File: src/rtl/im2col_window_ctrl.sv
// im2col_window_ctrl: walks every kernel window over an IMG_SIZE x IMG_SIZE
// image, issues synchronous image-buffer reads in patch order and streams the
// returned pixels through a 2-entry output FIFO. Reads are throttled by a
// credit check so the FIFO can never overflow under backpressure.
module im2col_window_ctrl #(
  parameter int DATA_WIDTH = 8,
  parameter int IMG_SIZE   = 5,
  localparam int CW        = $clog2(IMG_SIZE)
) (
  input  logic                  clk,
  input  logic                  nrst,
  input  logic                  start,
  input  logic [2:0]            k,
  input  logic                  stride,
  output logic                  busy,
  output logic                  done,
  output logic                  cfg_err,
  output logic                  rd_en,
  output logic [CW-1:0]         rd_row,
  output logic [CW-1:0]         rd_col,
  input  logic [DATA_WIDTH-1:0] rd_data,
  output logic                  out_valid,
  input  logic                  out_ready,
  output logic [DATA_WIDTH-1:0] out_data,
  output logic                  out_col_last,
  output logic                  out_frame_last
);

  typedef enum logic [1:0] {S_IDLE, S_RUN, S_DRAIN, S_DONE} state_t;

  state_t                state_q, state_d;
  logic [2:0]            k_q, k_d;
  logic                  stride_q, stride_d;
  // Window origin (row/col of the patch's top-left pixel) and kernel offsets
  logic [CW-1:0]         orow_q, orow_d, ocol_q, ocol_d;
  logic [CW-1:0]         ky_q, ky_d, kx_q, kx_d;
  logic                  cfg_err_q, cfg_err_d;

  // One read in flight: its data arrives next cycle, tags travel alongside
  logic                  infl_q;
  logic                  infl_cl_q, infl_fl_q;

  logic [DATA_WIDTH-1:0] fifo_data_q [2];
  logic [1:0]            fifo_cl_q, fifo_fl_q;
  logic                  wptr_q, rptr_q;
  logic [1:0]            cnt_q, cnt_d;

  logic [7:0]            k_w, step_w;
  logic                  kx_end, ky_end, ocol_end, orow_end;
  logic                  iss_cl, iss_fl;
  logic                  k_bad, start_ok, pop, credit_ok;
  logic [2:0]            occ;

  // Counter end conditions; an origin is the last one when the next origin
  // would push the kernel past the image edge, which avoids a divider.
  assign k_w      = 8'(k_q);
  assign step_w   = stride_q ? 8'd2 : 8'd1;
  assign kx_end   = (8'(kx_q) == k_w - 8'd1);
  assign ky_end   = (8'(ky_q) == k_w - 8'd1);
  assign ocol_end = (8'(ocol_q) + step_w + k_w > 8'(IMG_SIZE));
  assign orow_end = (8'(orow_q) + step_w + k_w > 8'(IMG_SIZE));
  assign iss_cl   = kx_end & ky_end;
  assign iss_fl   = iss_cl & ocol_end & orow_end;

  assign k_bad    = (k == 3'd0) || (8'(k) > 8'(IMG_SIZE));
  assign start_ok = start & (state_q == S_IDLE) & ~k_bad;
  assign cfg_err_d = start & (state_q == S_IDLE) & k_bad;

  // Credit: FIFO entries plus the in-flight read, net of this cycle's pop
  assign pop       = out_valid & out_ready;
  assign occ       = 3'(cnt_q) + 3'(infl_q) - 3'(pop);
  assign credit_ok = (occ < 3'd2);
  assign cnt_d     = cnt_q + 2'(infl_q) - 2'(pop);

  assign rd_row  = orow_q + ky_q;
  assign rd_col  = ocol_q + kx_q;
  assign cfg_err = cfg_err_q;

  assign out_valid      = (cnt_q != 2'd0);
  assign out_data       = out_valid ? fifo_data_q[rptr_q] : '0;
  assign out_col_last   = out_valid & fifo_cl_q[rptr_q];
  assign out_frame_last = out_valid & fifo_fl_q[rptr_q];

  // Next-state, counter advance and read strobe for the window walk
  always_comb begin
    state_d  = state_q;
    k_d      = k_q;
    stride_d = stride_q;
    orow_d   = orow_q;
    ocol_d   = ocol_q;
    ky_d     = ky_q;
    kx_d     = kx_q;
    rd_en    = 1'b0;
    done     = 1'b0;
    busy     = (state_q != S_IDLE);
    unique case (state_q)
      S_IDLE: begin
        if (start_ok) begin
          state_d  = S_RUN;
          k_d      = k;
          stride_d = stride;
          orow_d   = '0;
          ocol_d   = '0;
          ky_d     = '0;
          kx_d     = '0;
        end
      end
      S_RUN: begin
        rd_en = credit_ok;
        if (credit_ok) begin
          if (!kx_end) begin
            kx_d = kx_q + CW'(1);
          end else begin
            kx_d = '0;
            if (!ky_end) begin
              ky_d = ky_q + CW'(1);
            end else begin
              ky_d = '0;
              if (!ocol_end) begin
                ocol_d = CW'(8'(ocol_q) + step_w);
              end else begin
                ocol_d = '0;
                if (!orow_end) begin
                  orow_d = CW'(8'(orow_q) + step_w);
                end else begin
                  orow_d  = '0;
                  state_d = S_DRAIN;
                end
              end
            end
          end
        end
      end
      S_DRAIN: begin
        // Leave once the last element is handed off this cycle or already gone
        if (!infl_q && ((cnt_q == 2'd0) || ((cnt_q == 2'd1) && pop))) begin
          state_d = S_DONE;
        end
      end
      S_DONE: begin
        done    = 1'b1;
        state_d = S_IDLE;
      end
      default: state_d = S_IDLE;
    endcase
  end

  // Control registers: FSM, latched config, counters, FIFO bookkeeping
  always_ff @(posedge clk) begin
    if (nrst) begin
      state_q   <= S_IDLE;
      k_q       <= '0;
      stride_q  <= 1'b0;
      orow_q    <= '0;
      ocol_q    <= '0;
      ky_q      <= '0;
      kx_q      <= '0;
      cfg_err_q <= 1'b0;
      infl_q    <= 1'b0;
      cnt_q     <= '0;
      wptr_q    <= 1'b0;
      rptr_q    <= 1'b0;
    end else begin
      state_q   <= state_d;
      k_q       <= k_d;
      stride_q  <= stride_d;
      orow_q    <= orow_d;
      ocol_q    <= ocol_d;
      ky_q      <= ky_d;
      kx_q      <= kx_d;
      cfg_err_q <= cfg_err_d;
      infl_q    <= rd_en;
      cnt_q     <= cnt_d;
      if (infl_q) wptr_q <= ~wptr_q;
      if (pop)    rptr_q <= ~rptr_q;
    end
  end

  // Payload capture: tags at issue, pixel plus tags into the FIFO on return
  always_ff @(posedge clk) begin
    if (rd_en) begin
      infl_cl_q <= iss_cl;
      infl_fl_q <= iss_fl;
    end
    if (infl_q) begin
      fifo_data_q[wptr_q] <= rd_data;
      fifo_cl_q[wptr_q]   <= infl_cl_q;
      fifo_fl_q[wptr_q]   <= infl_fl_q;
    end
  end

endmodule

File: config.mk
export PLATFORM = sky130hd
export DESIGN_NAME = im2col_window_ctrl
export DESIGN_NICKNAME = d
export VERILOG_FILES = /design/src/rtl/im2col_window_ctrl.sv
export SDC_FILE = /design/constraint.sdc
export NUM_CORES = 1
export LEC_CHECK = 0
export CAP_MARGIN = 40
export CORE_ASPECT_RATIO = 1.2
export CORE_MARGIN = 3
export CORE_UTILIZATION = 40
export DETAILED_ROUTE_END_ITERATION = 10
export PLACE_DENSITY_LB_ADDON = 0.12
export SETUP_SLACK_MARGIN = 0.02
export SLEW_MARGIN = 0
export SYNTH_ARGS = -nofsm -noshare
export SYNTH_HDL_FRONTEND = slang
export SYNTH_SLANG_ARGS = --single-unit
File: constraint.sdc
create_clock -name clk -period 3.9 [get_ports clk]
set_clock_uncertainty 0.1 [all_clocks]
set_input_delay 0.39 -clock clk [delete_from_list [all_inputs] [get_ports clk]]
set_output_delay 0.39 -clock clk [all_outputs]
set_load 0.005 [all_outputs]
==> summary.md <==
## Timing
* **shortest clock period the worst path allows after layout** 3.68 ns
* **Final Slew Violations** 0
* **slew at the pin closest to its max-slew limit** 0.732 ns
* **achievable frequency** 272 MHz
* **final hold violations** 0
* **setup ws final** 0.224 ns
* **count of final setup violators** 0
* **slew margin rel.** 50.8%
* **setup repair after global routing missed its margin** no
* **crit share post-route** 94.3%
* **Setup TNS** 0 ns

## Worst setup path
* **minimum setup slack among reg-to-reg paths** 0.50 ns
* **Worst EP required** 3.41 ns
* **critical-path maximum fanout** 12
* **Reg-to-Reg End** state_q[1]$_SDFFE_PP0P_
* **type of the worst setup path** reg2out
* **reg2reg path depth** 11
* **origin of the critical flop-to-flop path** stride_q$_SDFFE_PP0P_
* **critical path startpoint** cnt_q[1]$_SDFF_PP0_
* **kind of start point of the critical path** register
* **arrival time worst endpoint** 3.19 ns
* **worst setup path endpoint** rd_en
* **Crit. End Element** primary output

## Die
* **starting density of the core** 41.8%
* **Die Span Y** 96.5 µm
* **top-level port count** 37
* **die extent in x** 81.4 µm
* **die outline area** 7850 µm²
* **Placeable Area** 6530 µm²
* **number of core rows** 32

## Logic synthesis
* **cells after synthesis** 261
* **nets in the synthesized netlist** 305
* **FF+latch count, synth** 47
* **synthesized cell area** 2730 µm²
* **Synth warnings** 0
* **most common flop cell mapped by yosys** sky130_fd_sc_hd__dfxtp_1
* **top-area cell type share of the netlist area** 24.2%
* **cell taking the most area after synthesis** sky130_fd_sc_hd__edfxtp_1
* **Unique masters post-synth** 43
* **ys async rst share** 0%
* **top cells by area in the synthesized netlist** sky130_fd_sc_hd__edfxtp_1 24%, sky130_fd_sc_hd__dfxtp_1 18%, sky130_fd_sc_hd__ha_1 9.6%
* **post-synthesis sequential area ratio** 42.5%
* **Mean Syn Cell Area** 10.5 µm²
* **EDFF count, synth** 22

## Layout
* **area grow syn2layout** 21.0%
* **number of nets in the final layout** 344
* **antenna diode instance count** 0
* **FILL cells** 608
* **number of standard cells in the layout, taps in and fillers out** 386
* **register area** 1160 µm²
* **layout cells sized above 1** 6.98%
* **total area of multi-input combinational cells** 1440 µm²

## Clock tree
* **TritonCTS clock tree** built
* **number of setup buffers added after CTS** 0
* **Sink Count** 47
* **clock latency on the worst-skew pair** 0.30 ns
* **clk buf depth** 2
* **Post-CTS Hold Buffers** 0
* **# H-tree levels** 2
* **TritonCTS buffer count** 5
* **number of instances resized during post-cts repair** 1
* **clock-pin slew on the worst setup and hold paths** 0.09 ns
* **library cell used as clock root buffer** sky130_fd_sc_hd__clkbuf_8

## Placement
* **global placer's final weighted congestion** 0.795
* **minimum setup slack after placement** 0.211 ns
* **number of buffers inserted by port buffering** 36
* **HPWL after detailed placement** 4200 µm
* **cell count after placement** 378

## Pwr
* **power per cell area** 549 nW/µm²
* **share of total power consumed by net switching** 35.9%
* **leakage power total** 1.27 nW
* **clock power share** 19.5%
* **reported net switching power** 0.651 mW
* **Internal Dissipation** 1.16 mW
* **combinational share of power** 43.2%
* **maximum vdd ir drop** 0.268 mV
* **part of the power in registers** 37.3%

## Detailed routing
* **Via-to-Cell Ratio** 4.90
* **Routed Wire Length** 5480 µm
* **total iterations of the first detailed-routing run** 5
* **final routed DRC violation total** 0
* **number of nets with antenna violations after detailed routing** 0
* **total vias in the final route** 1,892
* **wire length per cell after detailed routing** 14.2 µm
* **first-iteration detailed-routing DRC count** 46

## Global routing
* **global-route wire length before repair** 8780 µm
* **maximum number of pins on one net before global-route repair** 20
* **global routing usage summed across all routing layers** 14.8%
* **number of antenna violations at the first check in global routing** 0
* **number of global-route vias before repair** 1,830
* **grt total ovfl** 0

## Run status
* **outcome** complete, no violations

## Flow run
* **max-cap violations** 0

## Worst hold path
* **class of the worst hold path** reg2reg

-- how the worst min path moves through the flow --
stage,end,slack [ns],cells past startpoint,startpoint
2_1_floorplan,fifo_cl_q[0]$_DFFE_PP_,0.32,0,infl_cl_q$_DFFE_PP_
3_3_place_gp,fifo_cl_q[1]$_DFFE_PP_,0.37,0,infl_cl_q$_DFFE_PP_
3_5_place_dp,fifo_fl_q[1]$_DFFE_PP_,0.36,0,infl_fl_q$_DFFE_PP_
4_1_cts,fifo_fl_q[0]$_DFFE_PP_,0.38,0,infl_fl_q$_DFFE_PP_
5_1_grt,fifo_fl_q[0]$_DFFE_PP_,0.40,0,infl_fl_q$_DFFE_PP_
6_report,fifo_fl_q[1]$_DFFE_PP_,0.38,0,infl_fl_q$_DFFE_PP_
-- synth_stat cells, types with 2 or more instances --
library cell and instances:
sky130_fd_sc_hd__inv_1 28, sky130_fd_sc_hd__nor2_1 33, sky130_fd_sc_hd__fa_1 7, sky130_fd_sc_hd__xnor2_1 9, sky130_fd_sc_hd__edfxtp_1 22, sky130_fd_sc_hd__and3_1 2, sky130_fd_sc_hd__a21o_1 2, sky130_fd_sc_hd__ha_1 21
sky130_fd_sc_hd__nand3_1 5, sky130_fd_sc_hd__nor2b_1 6, sky130_fd_sc_hd__xor2_1 8, sky130_fd_sc_hd__nand2_1 12, sky130_fd_sc_hd__nor3_1 4, sky130_fd_sc_hd__a22o_1 2, sky130_fd_sc_hd__o21ai_0 7, sky130_fd_sc_hd__a21oi_1 14
sky130_fd_sc_hd__and2_1 5, sky130_fd_sc_hd__dfxtp_1 25, sky130_fd_sc_hd__clkbuf_1 6, sky130_fd_sc_hd__mux2i_1 16, sky130_fd_sc_hd__nand4b_1 4, sky130_fd_sc_hd__o31ai_1 2
-- critical path: stages, from the launching register on --
cell and delay [ns]:
sky130_fd_sc_hd__dfxtp_1 0.37, sky130_fd_sc_hd__nor2_2 0.42, sky130_fd_sc_hd__nor2b_1 0.15, sky130_fd_sc_hd__ha_1 0.29
sky130_fd_sc_hd__inv_1 0.06, sky130_fd_sc_hd__ha_1 0.13, sky130_fd_sc_hd__inv_1 0.05, sky130_fd_sc_hd__fa_1 0.50
sky130_fd_sc_hd__and2_1 0.16, sky130_fd_sc_hd__and2_1 0.22, sky130_fd_sc_hd__clkdlybuf4s50_1 0.55
-- state kept, by name (all words and copies together) (netlist names), named ones only --
register     flops
cfg_err          1
infl_cl_q        1
state_q          2
infl_q           1
rptr_q           1
fifo_fl_q        2
cnt_q            2
fifo_cl_q        2
ocol_q           3
ky_q             3
fifo_data_q     16
kx_q             3
wptr_q           1
stride_q         1
orow_q           3
k_q              3
infl_fl_q        1
-- power by group through the flow --
stage	Sequential [mW]	Clock, mW	Combinational [mW]
finish	0.675	0.354	0.784
global route	0.687	0.385	0.875
CTS	0.677	0.367	0.793
detailed placement	0.688	0	0.787
global placement	0.686	0	0.772
floorplan	0.652	0	0.541
-- per-stage QoR --
| step | cell area (µm²) | utilization, % | power, mW | hold WS, ns |
|---|---|---|---|---|
| final | 3300 | 50.6 | 1.81 | 0.378 |
| after global routing | 3300 | 50.6 | 1.95 | 0.398 |
| after CTS | 3300 | 50.6 | 1.84 | 0.382 |
| after detailed placement | 3190 | 48.8 | 1.48 | 0.362 |
| after global placement | 3180 | 48.7 | 1.46 | 0.372 |
| after floorplan | 2730 | - | 1.19 | 0.321 |
-- final cells by class --
class / count / share of cell area (%)
multi-input cells: 180 / 43.7
flip-flops and latches: 47 / 35.2
repair buffers: 38 / 11.4
well taps: 85 / 3.22
inverters: 28 / 3.18
clock buffers: 5 / 2.08
clock inverters: 3 / 1.33
-- per-layer routing --
layer	share of wire [%]	up-vias	global-route usage, %
li1	-	982	-
met1	44	881	17.6
met2	52	27	27.2
met3	2.9	2	1.86
met4	0.55	0	4.65
met5	0	-	0
-- cell usage in the layout (no fill, tap or decap), types with 2 or more instances in the layout --
cell type                         instances
sky130_fd_sc_hd__mux2i_1                 16
sky130_fd_sc_hd__o21ai_0                  7
sky130_fd_sc_hd__a22o_1                   2
sky130_fd_sc_hd__and2_1                   5
sky130_fd_sc_hd__nor3_1                   4
sky130_fd_sc_hd__and3_1                   2
sky130_fd_sc_hd__buf_4                    2
sky130_fd_sc_hd__a21o_1                   2
sky130_fd_sc_hd__o31ai_1                  2
sky130_fd_sc_hd__nor2_1                  32
sky130_fd_sc_hd__nand2_1                 12
sky130_fd_sc_hd__dfxtp_1                 25
sky130_fd_sc_hd__fa_1                     7
sky130_fd_sc_hd__nor2b_1                  6
sky130_fd_sc_hd__xor2_1                   8
sky130_fd_sc_hd__nand4b_1                 4
sky130_fd_sc_hd__clkdlybuf4s50_1         36
sky130_fd_sc_hd__inv_1                   28
sky130_fd_sc_hd__edfxtp_1                22
sky130_fd_sc_hd__clkbuf_8                 5
sky130_fd_sc_hd__ha_1                    21
sky130_fd_sc_hd__nand3_1                  5
sky130_fd_sc_hd__a21oi_1                 14
sky130_fd_sc_hd__xnor2_1                  9
-- cell families after synthesis --
| kind of cell | share of synthesized area [%] |
|---|---|
| compound gates | 10.6 |
| xor+xnor | 6.37 |
| mux | 6.28 |
| buf+inv | 4.68 |
| simple gates | 14.8 |
| fa+ha+maj | 14.8 |
| flops | 42.5 |
(Power assumes the default switching activity.)
